[config.mk]
export PLATFORM = sky130hd
export DESIGN_NAME = hazard_fwd_ctrl
export DESIGN_NICKNAME = d
export VERILOG_FILES = /design/src/rtl/hazard_fwd_ctrl.sv
export SDC_FILE = /design/constraint.sdc
export NUM_CORES = 1
export LEC_CHECK = 0
export CELL_PAD_IN_SITES_DETAIL_PLACEMENT = 0
export CELL_PAD_IN_SITES_GLOBAL_PLACEMENT = 1
export CORE_ASPECT_RATIO = 0.6
export CORE_MARGIN = 2
export CORE_UTILIZATION = 38
export DETAILED_ROUTE_END_ITERATION = 10
export PLACE_DENSITY_LB_ADDON = 0.1
export RECOVER_POWER = 25
export SLEW_MARGIN = 40
export SYNTH_ARGS = -nofsm -noshare
export SYNTH_HDL_FRONTEND = slang
export SYNTH_SLANG_ARGS = --single-unit
[constraint.sdc]
create_clock -name clk -period 3.5 [get_ports clk]
set_clock_uncertainty 0.05 [all_clocks]
set_input_delay 0.7 -clock clk [delete_from_list [all_inputs] [get_ports clk]]
set_output_delay 0.7 -clock clk [all_outputs]
set_load 0.1 [all_outputs]
[src/rtl/hazard_fwd_ctrl.sv]
// Hazard and forwarding controller: in-flight rd scoreboard, registered forward selects,
// load-use stall, branch flush and memory freeze. HAZ_PERF_EN adds event counters.
module hazard_fwd_ctrl #(
    parameter int REG_AW     = 5,
    parameter int FWD_STAGES = 2,
    parameter int LOAD_LAT   = 1,
    parameter int ZERO_REG   = 1,
    localparam int SELW      = $clog2(FWD_STAGES + 1)
) (
    input  logic              clk,
    input  logic              rst,
    input  logic              id_valid,
    input  logic [REG_AW-1:0] id_rs1,
    input  logic [REG_AW-1:0] id_rs2,
    input  logic              id_use_rs1,
    input  logic              id_use_rs2,
    input  logic [REG_AW-1:0] id_rd,
    input  logic              id_regwrite,
    input  logic              id_memread,
    input  logic              ex_branch_taken,
    input  logic              mem_busy,
    output logic              pc_hold,
    output logic              ifid_hold,
    output logic              ifid_flush,
    output logic              idex_bubble,
    output logic              pipe_freeze,
    output logic [SELW-1:0]   fwd_sel_a,
    output logic [SELW-1:0]   fwd_sel_b
`ifdef HAZ_PERF_EN
    ,
    output logic [31:0]       stall_cnt,
    output logic [31:0]       flush_cnt,
    output logic [31:0]       freeze_cnt
`endif
);

    typedef struct packed {
        logic              valid;
        logic [REG_AW-1:0] rd;
        logic              regwrite;
        logic              is_load;
    } entry_t;

    entry_t              sb [0:FWD_STAGES];
    entry_t              id_entry;
    logic [FWD_STAGES:0] hit_a;
    logic [FWD_STAGES:0] hit_b;
    logic [FWD_STAGES:0] late;
    logic                src_ok_a;
    logic                src_ok_b;
    logic                stall_raw;
    logic                stall;
    logic                flush;
    logic                issue;
    logic [SELW-1:0]     sel_a_nx;
    logic [SELW-1:0]     sel_b_nx;

    assign src_ok_a = id_use_rs1 && !((ZERO_REG != 0) && (id_rs1 == '0));
    assign src_ok_b = id_use_rs2 && !((ZERO_REG != 0) && (id_rs2 == '0));

    // A load at e[k] is still in flight when k+1 < 1+LOAD_LAT
    always_comb begin
        hit_a = '0;
        hit_b = '0;
        late  = '0;
        for (int k = 0; k <= FWD_STAGES; k++) begin
            hit_a[k] = sb[k].valid && sb[k].regwrite && src_ok_a
                       && (sb[k].rd == id_rs1);
            hit_b[k] = sb[k].valid && sb[k].regwrite && src_ok_b
                       && (sb[k].rd == id_rs2);
            late[k]  = sb[k].is_load && (k < LOAD_LAT);
        end
    end

    // Walk oldest to youngest so the youngest match wins
    always_comb begin
        sel_a_nx = '0;
        sel_b_nx = '0;
        for (int k = FWD_STAGES - 1; k >= 0; k--) begin
            if (hit_a[k]) sel_a_nx = SELW'(k + 1);
            if (hit_b[k]) sel_b_nx = SELW'(k + 1);
        end
    end

    assign stall_raw = |((hit_a | hit_b) & late);
    assign flush     = ex_branch_taken && !mem_busy;
    assign stall     = stall_raw && !mem_busy && !ex_branch_taken;
    assign issue     = id_valid && !stall && !ex_branch_taken;

    assign id_entry = '{valid: 1'b1, rd: id_rd,
                        regwrite: id_regwrite, is_load: id_memread};

    assign pipe_freeze = mem_busy;
    assign pc_hold     = rst && (mem_busy || stall);
    assign ifid_hold   = rst && (mem_busy || stall);
    assign ifid_flush  = rst && flush;
    assign idex_bubble = rst && (flush || stall);

    always_ff @(posedge clk or negedge rst) begin
        if (!rst) begin
            for (int k = 0; k <= FWD_STAGES; k++) sb[k] <= '0;
            fwd_sel_a <= '0;
            fwd_sel_b <= '0;
        end else if (!mem_busy) begin
            for (int k = FWD_STAGES; k > 0; k--) sb[k] <= sb[k-1];
            sb[0]     <= issue ? id_entry : '0;
            fwd_sel_a <= issue ? sel_a_nx : '0;
            fwd_sel_b <= issue ? sel_b_nx : '0;
        end
    end

`ifdef HAZ_PERF_EN
    always_ff @(posedge clk or negedge rst) begin
        if (!rst) begin
            stall_cnt  <= '0;
            flush_cnt  <= '0;
            freeze_cnt <= '0;
        end else begin
            if (stall && stall_cnt != '1)
                stall_cnt <= stall_cnt + 32'd1;
            if (flush && flush_cnt != '1)
                flush_cnt <= flush_cnt + 32'd1;
            if (mem_busy && freeze_cnt != '1)
                freeze_cnt <= freeze_cnt + 32'd1;
        end
    end
`endif

endmodule
Word-level counts from Yosys, hierarchy flattened
Cells that the tools add are included.

Input bits: 24. Flip-flop bits (word level): 26. Output and inout bits: 9. Logic and storage cells: 62.

Reduce and logical (&&, ||, !) cells: 35. Eq/ne operators: 6. Bitwise operators: 2. Muxes and demuxes: 7.

Operators by type and width (number): $eq A5 B5 Y1 (6); $logic_and A1 B1 Y1 (25); $mux W2 (6); $logic_not A5 Y1 (2); $mux W8 (1); $logic_not A1 Y1 (5); $and A3 B1 Y3 (1); $or A3 B3 Y3 (1); $reduce_or A3 Y1 (1); $logic_or A1 B1 Y1 (2).

Logic depth before layout (Yosys ltp)
Word-level depth: 14. Gate-level depth with buffers: 7. Depth with buffers taken out: 5.

Least setup slack after synthesis
Ideal clock, no wire load.

Path kind: input to output. Start: in id_rs2[2]. End: out pc_hold. Stages on the path: 7. Setup slack: -0.275 ns. Data required time: 2.750 ns. Buffers on the path: 2. Data arrival time: 3.025 ns. Cells stage by stage: or4_1 > nor2_1 > or4_1 > buf_2 > a2111oi_0 > o21a_1 > buf_4.

Longest elaborated chain between the ends: 12. Elaborated cells between the ends (all ways): 19. Classes of those cells: eq/ne: 3; bitwise: 2; reduce/logical: 14.

RTL lines: from (decl) (line 14) `input logic [REG_AW-1:0] id_rs2,`; $logic_not A5 Y1 (line 59) `assign src_ok_b = id_use_rs2 && !((ZERO_REG != 0) && (id_rs2 == '0));`; $logic_not A1 Y1 (line 59); $logic_and A1 B1 Y1 (line 59); $logic_and A1 B1 Y1 (line 69) `hit_b[k] = sb[k].valid && sb[k].regwrite && src_ok_b`; $logic_and A1 B1 Y1 (line 70) `&& (sb[k].rd == id_rs2);`; $or A3 B3 Y3 (*) (line 85) `assign stall_raw = |((hit_a | hit_b) & late);`; $and A3 B1 Y3 (*) (line 85); $reduce_or A3 Y1 (*) (line 85); $logic_and A1 B1 Y1 (*) (2 in series) (line 87) `assign stall = stall_raw && !mem_busy && !ex_branch_taken;`; $logic_or A1 B1 Y1 (*); $logic_and A1 B1 Y1 (*); to (decl) (line 22) `output logic pc_hold,`.

Mark *: on every way between the ends. The rest lies on a longest branch, timed or not.

Final worst setup path
Start: in id_rs2[4]. End: out idex_bubble.

Longest elaborated chain between the ends: 12. Elaborated cells between the ends (all ways): 19. Classes of those cells: eq/ne: 3; bitwise: 2; reduce/logical: 14.

RTL lines: $logic_not A5 Y1 (line 59); $logic_not A1 Y1 (line 59); $logic_and A1 B1 Y1 (line 59); $logic_and A1 B1 Y1 (line 69); $logic_and A1 B1 Y1 (line 70); $or A3 B3 Y3 (*) (line 85); $and A3 B1 Y3 (*) (line 85); $reduce_or A3 Y1 (*) (line 85); $logic_and A1 B1 Y1 (*) (2 in series) (line 87); $logic_or A1 B1 Y1 (*) (line 97) `assign idex_bubble = rst && (flush || stall);`; $logic_and A1 B1 Y1 (*) (line 97); to (decl) (line 25) `output logic idex_bubble,`.

Marked as above.

==> flow_metrics.env <==
export IMPL_hold_path_class="flop to flop"
export IMPL_clkTransAtPathRegs_ns=0.08
export IMPL_hold_violations=0
export IMPL_synth_net_count=125
export IMPL_synthSimpleGateAreaFrac=0.1514
export IMPL_fin_area_mm2=0.001598
export IMPL_grt_max_degree=21
export IMPL_ys_top_cells_by_area="dfrtp_1, xnor2_1, mux2_2"
export IMPL_grt_overflow=0
export IMPL_power_frac_clock=0.294
export IMPL_routed_via_density=5.723
export IMPL_period_needed_ns=3.445
export IMPL_multiInputGateArea_um2=604.3
export IMPL_synth_top_area_cell="dfrtp_1"
export IMPL_syn_area_mm2=0.001091
export IMPL_fin_crit_sh=0.9842
export IMPL_post_route_util=0.6122
export IMPL_synth_top_family_by_area="XOR/XNOR gates"
export IMPL_root_buffer="clkbuf_8"
export IMPL_nets=166
export IMPL_n_fill_cell=218
export IMPL_clkSinkCount=19
export IMPL_crit_fanout=5
export IMPL_portBuffers=32
export IMPL_grt_first_pass_wirelength_um=4526
export IMPL_rows=14
export IMPL_yosysSeqAreaShare=0.4358
export IMPL_syn_to_final_growth_pct=46.44
export IMPL_setup_viol=0
export IMPL_comb_power_share=0.239
export IMPL_synth_xor_xnor_area_share=0.1606
export IMPL_worst_setup_path_start_kind="input pin"
export IMPL_yosys_cell_types_count=30
export IMPL_gp_congestion=0.8508
export IMPL_synth_seq_cells=19
export IMPL_worst_pin_slew_ns=0.9871
export IMPL_cts_inserted_buffers=3
export IMPL_drtIter0Drc=20
export IMPL_cts_tree="done"
export IMPL_power_frac_seq=0.467
export IMPL_postSynthCellCount=101
export IMPL_fp_dieH_um=45.51
export IMPL_layout_drive_gt1_share=0.2553
export IMPL_p_int_uw=379.0
export IMPL_maxSlewHeadroom=0.3419
export IMPL_maxCapViolations=0
export IMPL_antenna_found_initial=0
export IMPL_drc=0
export IMPL_die_w_um=73.18
export IMPL_status="finished clean"
export IMPL_grt_pass1_vias=930
export IMPL_p_per_area_mw_per_mm2=332.8
export IMPL_post_cts_buffers=0
export IMPL_synth_avg_cell_area_um2=10.80
export IMPL_setup_ws_ns=0.05518
export IMPL_p_sw_uw=152.7
export IMPL_critPathKind="input pin to output port"
export IMPL_swShare=0.2872
export IMPL_clkLatencyLatePin_ns=0.26
export IMPL_via_count=990
export IMPL_synth_compound_area_frac=0.1479
export IMPL_routed_wl_um=2816
export IMPL_power_total_uw=531.8
export IMPL_start_util=0.4180
export IMPL_synth_fa_ha_area_frac=0
export IMPL_boundaryPins=33
export IMPL_leakagePower_uw=0.0006651
export IMPL_core_area_mm2=0.002610
export IMPL_clockBufferDepth=2
export IMPL_synth_warnings=0
export IMPL_ant_nets=0
export IMPL_place_ws_ns=-0.07802
export IMPL_dpl_hpwl_um=2226
export IMPL_muxShareOfSynthArea=0.07225
export IMPL_seq_area_um2=475.5
export IMPL_gr_usage_all_layers=0.1841
export IMPL_first_pass_iters=4
export IMPL_synth_top_area_frac=0.4358
export IMPL_ir_worst_vdd_v=0.0001884
export IMPL_wl_per_cell_um=16.28
export IMPL_critPathRequiredTime_ns=2.75
export IMPL_max_freq_mhz=290.3
export IMPL_endpoint_kind="output port"
export IMPL_placed_cell_area_mm2=0.001525
export IMPL_final_max_slew_violation_count=0
export IMPL_htreeDepth=1
export IMPL_die_area_mm2=0.003330
export IMPL_worstPathArrival_ns=2.69
export IMPL_antenna_cells=0
cells in the mapped netlist:
cell        n
a2111oi_0   1
clkbuf_1    1
xnor2_1    16
nor2_1      5
a22o_1      2
nand2_1     6
nor3b_2     1
buf_2       1
or4_1       2
nand4_1     5
o21a_1      1
and3_1      1
inv_1       2
and4_1      1
or4b_2      1
a22o_2      1
dfrtp_1    19
buf_4       2
a21oi_1     3
and2_1      1
mux2_2      7
a211o_2     1
nor3_1      1
o22ai_1     2
buf_1       1
or4_2       1
a41o_1      1
nand3_1     4
xor2_1      4
a32o_1      7
stage by stage:
step	hold WS (ns)	setup TNS, ns	std cells
3_5_place_dp	0.4490	-0.1555	169
5_1_grt	0.4968	-0.02217	173
6_report	0.4682	0	173
4_1_cts	0.4669	0	173
2_1_floorplan	0.3544	0	101
3_3_place_gp	0.4413	-0.1004	169
final timing paths:
path,startpoint,to,slack (ns),cells past startpoint
max,id_rs2[4],idex_bubble,0.06,8
max in group asynchronous,rst,fwd_sel_b[1],1.55,2
min in group asynchronous,rst,fwd_sel_a[1],0.68,1
min,fwd_sel_b[0],fwd_sel_b[0],0.47,1
max reg2reg,sb[20],sb[17],1.30,6
min reg2reg,fwd_sel_b[0],fwd_sel_b[0],0.47,1
layer usage:
layer / vias to the layer above / global-route usage / wire (µm)
met4: 0 / 0.03704 / 47
met2: 38 / 0.2667 / 1157
met5: - / 0 / 0
met1: 484 / 0.2735 / 1395
li1: 460 / - / -
met3: 8 / 0.05310 / 216
logic make-up after synthesis:
family / Yosys count
AND/OR/NAND/NOR: 29
XOR/XNOR: 20
AO/OA/AOI/OAI: 19
flip-flops: 19
multiplexers: 7
buffers and inverters: 7
cell usage in the layout, fill, tap and decap left out, types with 2 or more instances in the layout:
cell,netlist,final
a21oi_1,3,3
a32o_1,7,7
buf_2,1,3
nand2_1,6,6
xnor2_1,16,16
a22o_1,2,2
inv_1,2,2
clkbuf_8,0,3
buf_4,2,9
nor2_1,5,5
dfrtp_1,19,19
dlymetal6s2s_1,0,2
xor2_1,4,4
mux2_2,7,7
clkdlybuf4s50_1,0,20
nand3_1,4,4
nand4_1,5,5
buf_12,0,5
o22ai_1,2,2
state kept, by name (all words and copies together), names as in the netlist:
name	count
fwd_sel_a	2
fwd_sel_b	2
late	1
sb	14
power groups by stage:
stage	registers, µW	clock network (µW)	logic [µW]
after floorplan	246	0	66.8
after global placement	251	0	125
after detailed placement	252	0	127
after CTS	248	160	128
after global routing	250	173	136
final	248	157	127
cell type report:
class / instances / share of cell area
Clock buffer: 3 / 0.02584
Inverter: 2 / 0.004699
Tap cell: 32 / 0.02506
Sequential cell: 19 / 0.2976
Timing Repair Buffer: 41 / 0.2639
Multi-Input combinational cell: 75 / 0.3782
Clock inverter: 1 / 0.004699
worst max-delay path, cell delays in order:
cell and delay [ns]:
clkdlybuf4s50_1 0.52, or4_1 0.13, nor2_1 0.05, or4_4 0.57
buf_4 0.18, a21oi_1 0.12, a41o_1 0.24, buf_12 0.18
timing repair:
| action | CTS | global route |
|---|---|---|
| hold buffers | 0 | 0 |
| pin swaps | 1 | 1 |
| endpoints found under the setup margin | 2 | 3 |
| resized for setup | 3 | 3 |
| hold endpoints to repair | 0 | 0 |
Power figures use the tool's default switching activity.
